$ cat config.mk
export PLATFORM = sky130hd
export DESIGN_NAME = iob_cfg
export DESIGN_NICKNAME = d
export VERILOG_FILES = /design/src/rtl/iob_pkg.sv /design/src/rtl/iob_cfg_chain.sv /design/src/rtl/iob_cfg.sv
export SDC_FILE = /design/constraint.sdc
export NUM_CORES = 1
export LEC_CHECK = 0
export CORE_MARGIN = 1
export CORE_UTILIZATION = 25
export CTS_BUF_LIST = sky130_fd_sc_hd__clkbuf_4 sky130_fd_sc_hd__clkbuf_8
export CTS_CLUSTER_SIZE = 10
export DETAILED_ROUTE_END_ITERATION = 12
export PLACE_DENSITY = 0.48
export SKIP_CTS_REPAIR_TIMING = 1
export SLEW_MARGIN = 25
export SYNTH_ARGS = -nofsm -noshare
export SYNTH_HDL_FRONTEND = slang
export SYNTH_SLANG_ARGS = --single-unit
export TNS_END_PERCENT = 100
$ cat constraint.sdc
create_clock -name clk -period 2.2 [get_ports clk]
set_input_delay 0.22 -clock clk [delete_from_list [all_inputs] [get_ports clk]]
set_output_delay 0.22 -clock clk [all_outputs]
set_load 0.005 [all_outputs]
$ cat src/rtl/iob_pkg.sv
// iob_pkg: shared definitions for the configurable I/O block.
// Holds the mode encodings, the chain FSM states and the config-word layout
// helpers used by the RTL, the bitstream generator and the bench.
// Optional feature macro: IOB_PULLUP_EN (adds a pull-up bit at the word MSB).
package iob_pkg;

  typedef enum logic [1:0] {
    MODE_OFF   = 2'b00,
    MODE_IN    = 2'b01,
    MODE_OUT   = 2'b10,
    MODE_BIDIR = 2'b11
  } mode_e;

  typedef enum logic [1:0] {
    ST_UNCFG  = 2'd0,
    ST_SHIFT  = 2'd1,
    ST_ACTIVE = 2'd2
  } state_e;

  // Field offsets, LSB first: mode, osel, imask, ireg, oreg [, pull].
  localparam int OFF_MODE = 0;
  localparam int OFF_OSEL = 2;

  function automatic int sel_w(input int n);
    return $clog2(n);
  endfunction

  function automatic int off_imask(input int n);
    return OFF_OSEL + sel_w(n);
  endfunction

  function automatic int off_ireg(input int n);
    return off_imask(n) + n;
  endfunction

  function automatic int off_oreg(input int n);
    return off_ireg(n) + 1;
  endfunction

`ifdef IOB_PULLUP_EN
  function automatic int off_pull(input int n);
    return off_oreg(n) + 1;
  endfunction

  function automatic int cfg_w(input int n);
    return 5 + sel_w(n) + n;
  endfunction
`else
  function automatic int cfg_w(input int n);
    return 4 + sel_w(n) + n;
  endfunction
`endif

endpackage

$ cat src/rtl/iob_cfg_chain.sv
// iob_cfg_chain: serial config chain with shadow/active registers and load FSM.
// Ports: clk/rst_n; cfg_en_i/cfg_din_i shift in, cfg_dout_o registered shadow MSB;
//   cfg_commit_i copies shadow to active_o; cfg_done_o = ACTIVE; cfg_err_o = rejected commit pulse.
module iob_cfg_chain
  import iob_pkg::*;
#(
  parameter int CFG_W = 15
) (
  input  logic             clk,
  input  logic             rst_n,
  input  logic             cfg_en_i,
  input  logic             cfg_din_i,
  input  logic             cfg_commit_i,
  output logic             cfg_dout_o,
  output logic             cfg_done_o,
  output logic             cfg_err_o,
  output logic [CFG_W-1:0] active_o
);

  localparam int CNT_W = $clog2(CFG_W + 1);

  logic [CFG_W-1:0] shadow_q, shadow_d;
  logic [CFG_W-1:0] active_q, active_d;
  logic [CNT_W-1:0] cnt_q, cnt_d;
  logic             dout_q, dout_d;
  logic             err_q, err_d;
  state_e           state_q, state_d;
  logic             full;
  logic             accept;

  always_comb begin
    full     = (cnt_q == CNT_W'(CFG_W));
    // A commit is only honoured once a whole word has been shifted and the
    // chain is quiet in the same cycle; anything else is flagged.
    accept   = cfg_commit_i & ~cfg_en_i & full & (state_q == ST_SHIFT);
    shadow_d = shadow_q;
    active_d = active_q;
    cnt_d    = cnt_q;
    dout_d   = dout_q;
    err_d    = cfg_commit_i & ~accept;
    state_d  = state_q;

    if (cfg_en_i) begin
      shadow_d = {shadow_q[CFG_W-2:0], cfg_din_i};
      dout_d   = shadow_q[CFG_W-1];
      if (!full) cnt_d = cnt_q + CNT_W'(1);
    end
    if (accept) begin
      active_d = shadow_q;
      cnt_d    = '0;
    end

    case (state_q)
      ST_UNCFG:  if (cfg_en_i) state_d = ST_SHIFT;
      ST_SHIFT:  if (accept)   state_d = ST_ACTIVE;
      ST_ACTIVE: if (cfg_en_i) state_d = ST_SHIFT;
      default:                 state_d = ST_UNCFG;
    endcase
  end

  always_ff @(posedge clk or negedge rst_n) begin
    if (!rst_n) begin
      shadow_q <= '0;
      active_q <= '0;
      cnt_q    <= '0;
      dout_q   <= 1'b0;
      err_q    <= 1'b0;
      state_q  <= ST_UNCFG;
    end else begin
      shadow_q <= shadow_d;
      active_q <= active_d;
      cnt_q    <= cnt_d;
      dout_q   <= dout_d;
      err_q    <= err_d;
      state_q  <= state_d;
    end
  end

  assign cfg_dout_o = dout_q;
  assign cfg_err_o  = err_q;
  assign cfg_done_o = (state_q == ST_ACTIVE);
  assign active_o   = active_q;

endmodule

$ cat src/rtl/iob_cfg.sv
// iob_cfg: one pad connected to N_TRACKS routing tracks via explicit in/out/oe paths.
// Ports: cfg_* serial config chain (see iob_cfg_chain); trk_i/trk_o/trk_oe track side;
//   pad_i/pad_o/pad_oe pad side; pad_pu pull-up enable only when IOB_PULLUP_EN is defined.
module iob_cfg
  import iob_pkg::*;
#(
  parameter int N_TRACKS = 8
) (
  input  logic                clk,
  input  logic                rst_n,
  input  logic                cfg_en,
  input  logic                cfg_din,
  output logic                cfg_dout,
  input  logic                cfg_commit,
  output logic                cfg_done,
  output logic                cfg_err,
  input  logic [N_TRACKS-1:0] trk_i,
  output logic [N_TRACKS-1:0] trk_o,
  output logic [N_TRACKS-1:0] trk_oe,
  input  logic                pad_i,
  output logic                pad_o,
  output logic                pad_oe
`ifdef IOB_PULLUP_EN
  ,
  output logic                pad_pu
`endif
);

  localparam int SEL_W    = sel_w(N_TRACKS);
  localparam int CFG_W    = cfg_w(N_TRACKS);
  localparam int OFF_IMSK = off_imask(N_TRACKS);
  localparam int OFF_IREG = off_ireg(N_TRACKS);
  localparam int OFF_OREG = off_oreg(N_TRACKS);

  logic [CFG_W-1:0]    active;
  mode_e               mode;
  logic [SEL_W-1:0]    osel, osel_eff, osel_nxt;
  logic [N_TRACKS-1:0] imask;
  logic                ireg, oreg;
  logic                src, oe_src, in_v;
  logic                pad_o_q, pad_oe_q, pad_in_q;

  iob_cfg_chain #(.CFG_W(CFG_W)) u_chain (
    .clk          (clk),
    .rst_n        (rst_n),
    .cfg_en_i     (cfg_en),
    .cfg_din_i    (cfg_din),
    .cfg_commit_i (cfg_commit),
    .cfg_dout_o   (cfg_dout),
    .cfg_done_o   (cfg_done),
    .cfg_err_o    (cfg_err),
    .active_o     (active)
  );

  assign mode  = mode_e'(active[OFF_MODE +: 2]);
  assign osel  = active[OFF_OSEL +: SEL_W];
  assign imask = active[OFF_IMSK +: N_TRACKS];
  assign ireg  = active[OFF_IREG];
  assign oreg  = active[OFF_OREG];

  // Out-of-range selects fold to track 0; only possible when N_TRACKS is not
  // a power of two.
  if (N_TRACKS == (1 << SEL_W)) begin : g_sel_pow2
    assign osel_eff = osel;
  end else begin : g_sel_clamp
    assign osel_eff = (osel < SEL_W'(N_TRACKS)) ? osel : '0;
  end

  // In BIDIR the drive enable comes from the neighbouring track, wrapping.
  assign osel_nxt = (osel_eff == SEL_W'(N_TRACKS - 1)) ? '0 : osel_eff + SEL_W'(1);

  always_comb begin
    src    = trk_i[osel_eff];
    oe_src = 1'b0;
    case (mode)
      MODE_OUT:   oe_src = 1'b1;
      MODE_BIDIR: oe_src = trk_i[osel_nxt];
      default:    oe_src = 1'b0;
    endcase
    in_v = ireg ? pad_in_q : pad_i;
  end

  // Data flops run in every mode; OFF is handled by masking the outputs.
  always_ff @(posedge clk or negedge rst_n) begin
    if (!rst_n) begin
      pad_o_q  <= 1'b0;
      pad_oe_q <= 1'b0;
      pad_in_q <= 1'b0;
    end else begin
      pad_o_q  <= src;
      pad_oe_q <= oe_src;
      pad_in_q <= pad_i;
    end
  end

  always_comb begin
    pad_o  = 1'b0;
    pad_oe = 1'b0;
    trk_o  = '0;
    trk_oe = '0;
    if (mode != MODE_OFF) begin
      pad_o  = oreg ? pad_o_q  : src;
      pad_oe = oreg ? pad_oe_q : oe_src;
      trk_o  = {N_TRACKS{in_v}} & imask;
      if (mode == MODE_IN || mode == MODE_BIDIR) trk_oe = imask;
    end
  end

`ifdef IOB_PULLUP_EN
  assign pad_pu = active[off_pull(N_TRACKS)] & ~pad_oe;
`endif

endmodule

==> impl_metrics.sql, run 1 <==
INSERT INTO impl_metrics (metric_group, metric, value, unit) VALUES
('worst_setup_path', 'rr_worst_depth', '5', ''),
('synth', 'synth-warning-count', '0', ''),
('power_and_ir_drop', 'power_density', '1184', 'mW/mm2'),
('worst_setup_path', 'worstPathCellList', 'ha_2, ha_4, nor2_4, mux4_2, o22ai_2, o31ai_1, clkbuf_2', ''),
('synth', 'synth_edf_count', '0', ''),
('timing', 'worst_slack', '-0.07120', 'ns'),
('synth', 'synthesis.nets', '154', ''),
('grt', 'grt_util_all_layers', '10.63', '%'),
('layout', 'area_delta_synth_final', '34.42', '%'),
('worst_setup_path', 'critical_r2r_launch', 'u_chain.cnt_q[0]$_DFFE_PN0P_', ''),
('floorplanning', 'die_x', '88.70', 'um'),
('place', 'preCtsSetupSlack', '-0.3088', 'ns'),
('timing', 'rel_slew_slack', '64.70', '%'),
('grt', 'use_met2', '17.97', '%'),
('run_status', 'failing_checks', 'setup timing', ''),
('layout', 'design.final.nets', '198', ''),
('cts', 'htree_num_levels', '2', ''),
('drt', 'drt-initial-drc-count', '48', ''),
('drt', 'drt-wirelength-per-cell', '13.66', 'um'),
('worst_setup_path', 'worst-setup-path-type', 'reg2out', ''),
('drt', 'detailroute.via_count', '1198', ''),
('drt', 'drtAntennaViolNets', '0', ''),
('worst_setup_path', 'timing.reg2reg.setup_slack', '0.33', 'ns'),
('worst_setup_path', 'worst_setup_path_endpoint', 'pad_oe', ''),
('floorplanning', 'io_count', '35', ''),
('grt', 'antenna_found_initial', '0', ''),
('grt', 'number_of_global_route_vias_before_repair', '1318', ''),
('drt', 'drtPass1Iterations', '3', ''),
('floorplanning', 'core_area', '0.007253', 'mm2'),
('worst_setup_path', 'worstSetupStartpoint', 'u_chain.active_o[3]$_DFFE_PN0P_', ''),
('place', 'place_hpwl', '2.680', 'mm'),
('timing', 'setup-violations-final', '1', ''),
('worst_setup_path', 'regToRegEndpoint', 'u_chain.active_o[4]$_DFFE_PN0P_', ''),
('synth', 'yosys_register_bits', '41', ''),
('cts', 'cts_tree', 'built', ''),
('cts', 'clock_tree.root_cell', 'clkbuf_8', ''),
('synth', 'yosys_most_used_dff', 'dfrtp_1', ''),
('synth', 'postSynthAreaPerCell', '13.72', 'um2'),
('worst_setup_path', 'crit_required', '1.98', 'ns'),
('timing', 'post-route-min-period', '2.271', 'ns'),
('power_and_ir_drop', 'pwr-share-comb', '33.4', '%'),
('drt', 'post_detailed_routing_wire_length', '3.838', 'mm'),
('min_path', 'holdCritPathClass', 'in2reg', ''),
('floorplanning', 'chipHeight', '88.70', 'um'),
('power_and_ir_drop', 'share_clk_of_total_power', '23.7', '%'),
('layout', 'total_area_of_sequential_cells', '0.001027', 'mm2'),
('layout', 'final_layout_size_suffix_gt1_share', '32.42', '%'),
('timing', 'clock_skews', '0.003054', 'ns'),
('drt', 'drc', '0', ''),
('run', 'cap_viol_max_count', '0', ''),
('power_and_ir_drop', 'leak', '1.089', 'nW'),
('cts', 'maximum_number_of_buffers_from_clock_root_to_sink', '2', ''),
('synth', 'synth-async-reset-ratio', '100.0', '%'),
('worst_setup_path', 'critical_path.top_delay_family', 'multiplexers', ''),
('power_and_ir_drop', 'vdd.ir_drop.worst', '464.5', 'uV'),
('synth', 'synthDistinctLibCells', '27', ''),
('layout', 'antenna-diode-count', '0', ''),
('timing', 'final_min_period_over_clock_period', '103.2', '%'),
('place', 'globalplace.congestion', '0.7566', ''),
('floorplanning', 'fp-row-count', '31', ''),
('worst_setup_path', 'crit_arrival', '2.05', 'ns'),
('timing', 'rsz0062_at_grt', 'true', ''),
('power_and_ir_drop', 'sw_power', '854.7', 'uW'),
('power_and_ir_drop', 'pwr-share-seq', '42.9', '%'),
('floorplanning', 'die_area', '0.007868', 'mm2'),
('floorplanning', 'initial_utilization', '25.91', '%'),
('run_status', 'status', 'finished with violations', ''),
('cts', 'worst_skew_pair.late_latency', '0.29', 'ns'),
('timing', 'fin_worst_hold_slack', '0.4005', 'ns'),
('power_and_ir_drop', 'cellInternalPower', '2.136', 'mW'),
('layout', 'multi_input_combinational_cell_area', '832.0', 'um2');
-- layout make-up --
cell class                 instances  area share [%]
inverter                           3          0.4458
multi-input combinational         88           32.94
tap                               99           4.903
timing repair buffer              42           15.75
sequential                        41           40.66
clock buffer                       5           2.724
clock inverter                     3           2.576
-- routing by layer --
layer	part of all wire [%]	up-vias
met2	48	24
met1	47	600
met3	3.8	4
met5	0	-
li1	-	570
met4	1.1	0
-- through the flow --
stage	cells	total power [mW]	util (%)	TNS, ns	instance area, um2
floorplan	137	1.812	-	0	1879
detailed placement	272	2.288	32.48	-0.4005	2356
finish	281	2.991	34.83	-0.07120	2526
global placement	272	2.224	32.48	-0.2817	2356
CTS	280	3.015	34.33	-0.9034	2490
global route	281	3.206	34.83	-0.2389	2526
-- worst reg2reg max path, stage by stage (launching register included) --
cell     delay [ns]
dfrtp_1        0.40
ha_1           0.24
nand4_2        0.16
nor4b_4        0.24
buf_4          0.33
mux2_2         0.38
-- layout by cell type (no fill, tap or decap), drive strengths merged, types with 2 or more instances in the layout --
master         instances
nor2b                  2
dfrtp                 41
and2                  16
clkbuf                 6
bufinv                 2
nand3                  2
o21ai                  2
a21oi                  5
mux2i                  2
clkdlybuf4s50         31
buf                    8
nand2                  3
inv                    3
mux4                   4
ha                     3
a21o                   2
mux2                  32
nor2                   6
-- how the worst min path moves through the flow --
stage	start	endpoint	slack, ns	cells after the start
after floorplan	rst_n	pad_in_q$_DFF_PN0_	-0.08	0
after global placement	rst_n	pad_in_q$_DFF_PN0_	0.39	1
after detailed placement	rst_n	pad_in_q$_DFF_PN0_	0.41	1
after CTS	rst_n	pad_in_q$_DFF_PN0_	0.09	1
after global routing	pad_i	pad_in_q$_DFF_PN0_	0.41	1
final	pad_i	pad_in_q$_DFF_PN0_	0.40	1
-- power by group through the flow --
stage / Combinational (mW) / Sequential, mW / Clock (mW)
2_1_floorplan: 0.596 / 1.22 / 0
3_3_place_gp: 0.948 / 1.28 / 0
3_5_place_dp: 0.990 / 1.30 / 0
4_1_cts: 0.998 / 1.28 / 0.736
5_1_grt: 1.11 / 1.33 / 0.762
6_report: 0.999 / 1.28 / 0.710
-- cell families (layout without fill, tap and decap cells) --
kind of cell,count (synthesis),in the layout,synth area share (%)
AOI/OAI and AO/OA,13,13,4.128
DFF,41,41,54.59
muxes,38,38,25.43
xor gates and xnor gates,1,1,0.4661
adders and majority gates,3,3,1.998
and+or+nand+nor,33,33,10.92
buffers and inverters,8,53,2.463
-- cells in the mapped netlist (all sizes together) (2+ instances only) --
library cell | number | area (um2)
a21o | 2 | 15.01
a21oi | 5 | 25.02
and2 | 16 | 100.1
buf | 3 | 27.52
clkbuf | 2 | 7.510
dfrtp | 41 | 1026
ha | 3 | 37.54
inv | 3 | 11.26
mux2 | 32 | 360.4
mux2i | 2 | 20.02
mux4 | 4 | 97.59
nand2 | 3 | 11.26
nand3 | 2 | 10.01
nor2 | 6 | 22.52
nor2b | 2 | 12.51
o21ai | 2 | 10.01
-- sequential cells by signal, indices dropped and copies added (netlist names) --
name,cells
u_chain.state_q,2
u_chain.shadow_q,15
pad_o_q,1
u_chain.cfg_err_o,1
u_chain.active_o,15
pad_in_q,1
pad_oe_q,1
u_chain.cnt_q,4
u_chain.cfg_dout_o,1
Power figures use the tool's default switching activity.
==> run 2: changes to the inputs <==
SLEW_MARGIN = 40   (was 25)
==> impl_metrics.sql, run 2 (synthesis results as in run 1) <==
INSERT INTO impl_metrics (metric_group, metric, value, unit) VALUES
('worst_setup_path', 'rr_worst_depth', '8', ''),
('layout', 'filler_cell_count', '749', ''),
('drt', 'drtAntennaViolNets', '0', ''),
('power_and_ir_drop', 'share_clk_of_total_power', '17.1', '%'),
('timing', 'rsz0062_at_grt', 'true', ''),
('worst_setup_path', 'cpMaxStageDelayCell', 'mux4_2', ''),
('timing', 'fmaxAchievable', '441.4', 'MHz'),
('place', 'place_hpwl', '2.690', 'mm'),
('floorplanning', 'die_x', '88.70', 'um'),
('layout', 'final_util', '34.28', '%'),
('place', 'placed_area', '0.002359', 'mm2'),
('timing', 'clock_skews', '0.007961', 'ns'),
('run_status', 'failing_checks', 'setup timing', ''),
('floorplanning', 'chipHeight', '88.70', 'um'),
('grt', 'grt_start_max_net_pins', '42', ''),
('timing', 'rel_slew_slack', '65.88', '%'),
('worst_setup_path', 'crit_arrival', '2.05', 'ns'),
('power_and_ir_drop', 'pwr-share-comb', '36.6', '%'),
('layout', 'final_cell_area', '0.002486', 'mm2'),
('cts', 'maximum_number_of_buffers_from_clock_root_to_sink', '2', ''),
('timing', 'post-route-min-period', '2.266', 'ns'),
('worst_setup_path', 'timing.reg2reg.setup_slack', '0.28', 'ns'),
('power_and_ir_drop', 'cellInternalPower', '1.916', 'mW'),
('worst_setup_path', 'regToRegEndpoint', 'pad_oe_q$_DFF_PN0_', ''),
('timing', 'timing_hold_violations_final', '0', ''),
('layout', 'multi_input_combinational_cell_area', '832.0', 'um2'),
('power_and_ir_drop', 'power.switching_fraction', '30.91', '%'),
('power_and_ir_drop', 'leak', '1.070', 'nW'),
('timing', 'final_max_slew_viol_count', '0', ''),
('layout', 'most-common-layout-cells', 'dfrtp_1, mux2_2, clkdlybuf4s50_1, and2_1, buf_4', ''),
('worst_setup_path', 'crit_required', '1.98', 'ns'),
('floorplanning', 'io_count', '35', ''),
('layout', 'area_delta_synth_final', '32.29', '%'),
('layout', 'layout_commonest_cell', 'dfrtp_1', ''),
('place', 'port-buffer-count', '34', ''),
('power_and_ir_drop', 'vdd.ir_drop.worst', '453.9', 'uV'),
('timing', 'setup-violations-final', '1', ''),
('grt', 'antenna_found_initial', '0', ''),
('cts', 'clock_tree.root_cell', 'clkbuf_8', ''),
('worst_setup_path', 'critical_r2r_launch', 'u_chain.active_o[3]$_DFFE_PN0P_', ''),
('worst_setup_path', 'critical_path_peak_fanout', '2', ''),
('grt', 'grt_remaining_overflow', '0', ''),
('grt', 'use_met2', '18.95', '%'),
('worst_setup_path', 'timing.critical_path.from_type', 'register', ''),
('timing', 'worst_pin_slew', '0.5118', 'ns'),
('drt', 'vias_per_cell', '4.319', ''),
('run_status', 'status', 'finished with violations', ''),
('drt', 'drc', '0', ''),
('power_and_ir_drop', 'pwr-share-seq', '46.3', '%'),
('layout', 'total_area_of_sequential_cells', '0.001027', 'mm2'),
('grt', 'gr-max-usage-layer', 'met2', ''),
('grt', 'grt_util_met1', '12.41', '%'),
('grt', 'grt_first_pass_wirelength', '6.361', 'mm'),
('cts', 'cts_inserted_buffers', '5', ''),
('worst_setup_path', 'worst_setup_path_endpoint', 'pad_oe', ''),
('timing', 'worst_slack', '-0.06559', 'ns'),
('cts', 'htree_num_levels', '2', ''),
('floorplanning', 'fp-row-count', '31', ''),
('cts', 'cts.sink_count', '41', ''),
('run', 'cap_viol_max_count', '0', ''),
('grt', 'gr-usage-met3', '2.892', '%'),
('drt', 'detailroute.via_count', '1218', ''),
('layout', 'antenna-diode-count', '0', ''),
('worst_setup_path', 'critical_path.endpoint_type', 'output port', ''),
('drt', 'post_detailed_routing_wire_length', '3.813', 'mm'),
('grt', 'grt_util_all_layers', '10.84', '%'),
('power_and_ir_drop', 'power_density', '1115', 'mW/mm2'),
('worst_setup_path', 'worstPathCellList', 'ha_2, ha_4, nor2_4, mux4_2, o22ai_2, o31ai_1, clkbuf_2', ''),
('worst_setup_path', 'worst-setup-path-type', 'reg2out', ''),
('timing', 'final_min_period_over_clock_period', '103.0', '%'),
('cts', 'cts_tree', 'built', ''),
('power_and_ir_drop', 'sw_power', '857.1', 'uW'),
('drt', 'drt-wirelength-per-cell', '13.52', 'um'),
('grt', 'number_of_global_route_vias_before_repair', '1330', ''),
('worst_setup_path', 'maximum_cell_stage_delay_along_the_critical_path', '0.52', 'ns'),
('layout', 'design.final.nets', '199', ''),
('drt', 'drtPass1Iterations', '4', ''),
('drt', 'drt-initial-drc-count', '38', ''),
('floorplanning', 'die_area', '0.007868', 'mm2'),
('min_path', 'holdCritPathClass', 'in2reg', ''),
('worst_setup_path', 'worstSetupStartpoint', 'u_chain.active_o[3]$_DFFE_PN0P_', ''),
('floorplanning', 'core_area', '0.007253', 'mm2'),
('layout', 'final_layout_size_suffix_gt1_share', '32.79', '%'),
('cts', 'worst_skew_pair.late_latency', '0.29', 'ns'),
('floorplanning', 'initial_utilization', '25.91', '%'),
('place', 'globalplace.congestion', '0.7566', ''),
('cts', 'cts.clk_slew.worst_paths', '0.08', 'ns');
==> run 2: final cells by class <==
| type | instances | area share (%) |
|---|---|---|
| Sequential cell | 41 | 41.32 |
| Multi-Input combinational cell | 88 | 33.47 |
| Timing Repair Buffer | 43 | 16.31 |
| Tap cell | 99 | 4.982 |
| Clock buffer | 5 | 2.768 |
| Clock inverter | 3 | 0.7046 |
| Inverter | 3 | 0.4529 |
==> run 2: how the worst min path moves through the flow <==
stage	from	endpoint	cells after the start	slack [ns]
after global routing	pad_i	pad_in_q$_DFF_PN0_	1	0.41
after global placement	rst_n	pad_in_q$_DFF_PN0_	1	0.39
after floorplan	rst_n	pad_in_q$_DFF_PN0_	0	-0.08
final	pad_i	pad_in_q$_DFF_PN0_	1	0.40
after detailed placement	rst_n	pad_oe_q$_DFF_PN0_	1	0.24
after CTS	rst_n	pad_oe_q$_DFF_PN0_	1	-0.09
==> run 2: metrics by stage <==
| stage | TNS [ns] | hold slack (ns) | cells | setup WS [ns] | total power [mW] |
|---|---|---|---|---|---|
| 2_1_floorplan | 0 | -0.07559 | 137 | 0.2310 | 1.812 |
| 3_3_place_gp | -0.2817 | 0.3859 | 272 | -0.2125 | 2.224 |
| 3_5_place_dp | -0.4082 | 0.2359 | 272 | -0.3165 | 2.290 |
| 4_1_cts | -0.9080 | -0.08940 | 280 | -0.6434 | 2.783 |
| 5_1_grt | -0.2283 | 0.4110 | 282 | -0.1509 | 2.998 |
| 6_report | -0.06559 | 0.4005 | 282 | -0.06559 | 2.773 |
==> run 2: power by group through the flow <==
stage	Combinational [mW]	Clock [mW]	Sequential, mW
finish	1.02	0.474	1.28
global route	1.13	0.533	1.33
CTS	0.999	0.501	1.28
detailed placement	0.991	0	1.30
global placement	0.948	0	1.28
floorplan	0.596	0	1.22
==> run 2: per-layer routing <==
metal | vias to the layer above | wire length [um] | part of all wire [%]
met5 | - | 0 | 0
met4 | 0 | 68 | 1.8
met3 | 8 | 162 | 4.2
met2 | 28 | 1876 | 49
met1 | 608 | 1707 | 45
li1 | 574 | - | -
==> run 2: critical path, delay by kind of cell, from the launching register on <==
family	cells	cell delay, ns
adders and majority gates	2	0.36
and+or+nand+nor	1	0.11
muxes	1	0.52
buffers and inverters	1	0.12
DFF	1	0.38
AOI/OAI and AO/OA	2	0.28
==> run 3: changes to the inputs <==
TNS_END_PERCENT = default   (was 100)
==> results of run 3 <==
The final DEF is identical to that of run 2; final timing and power are the same.
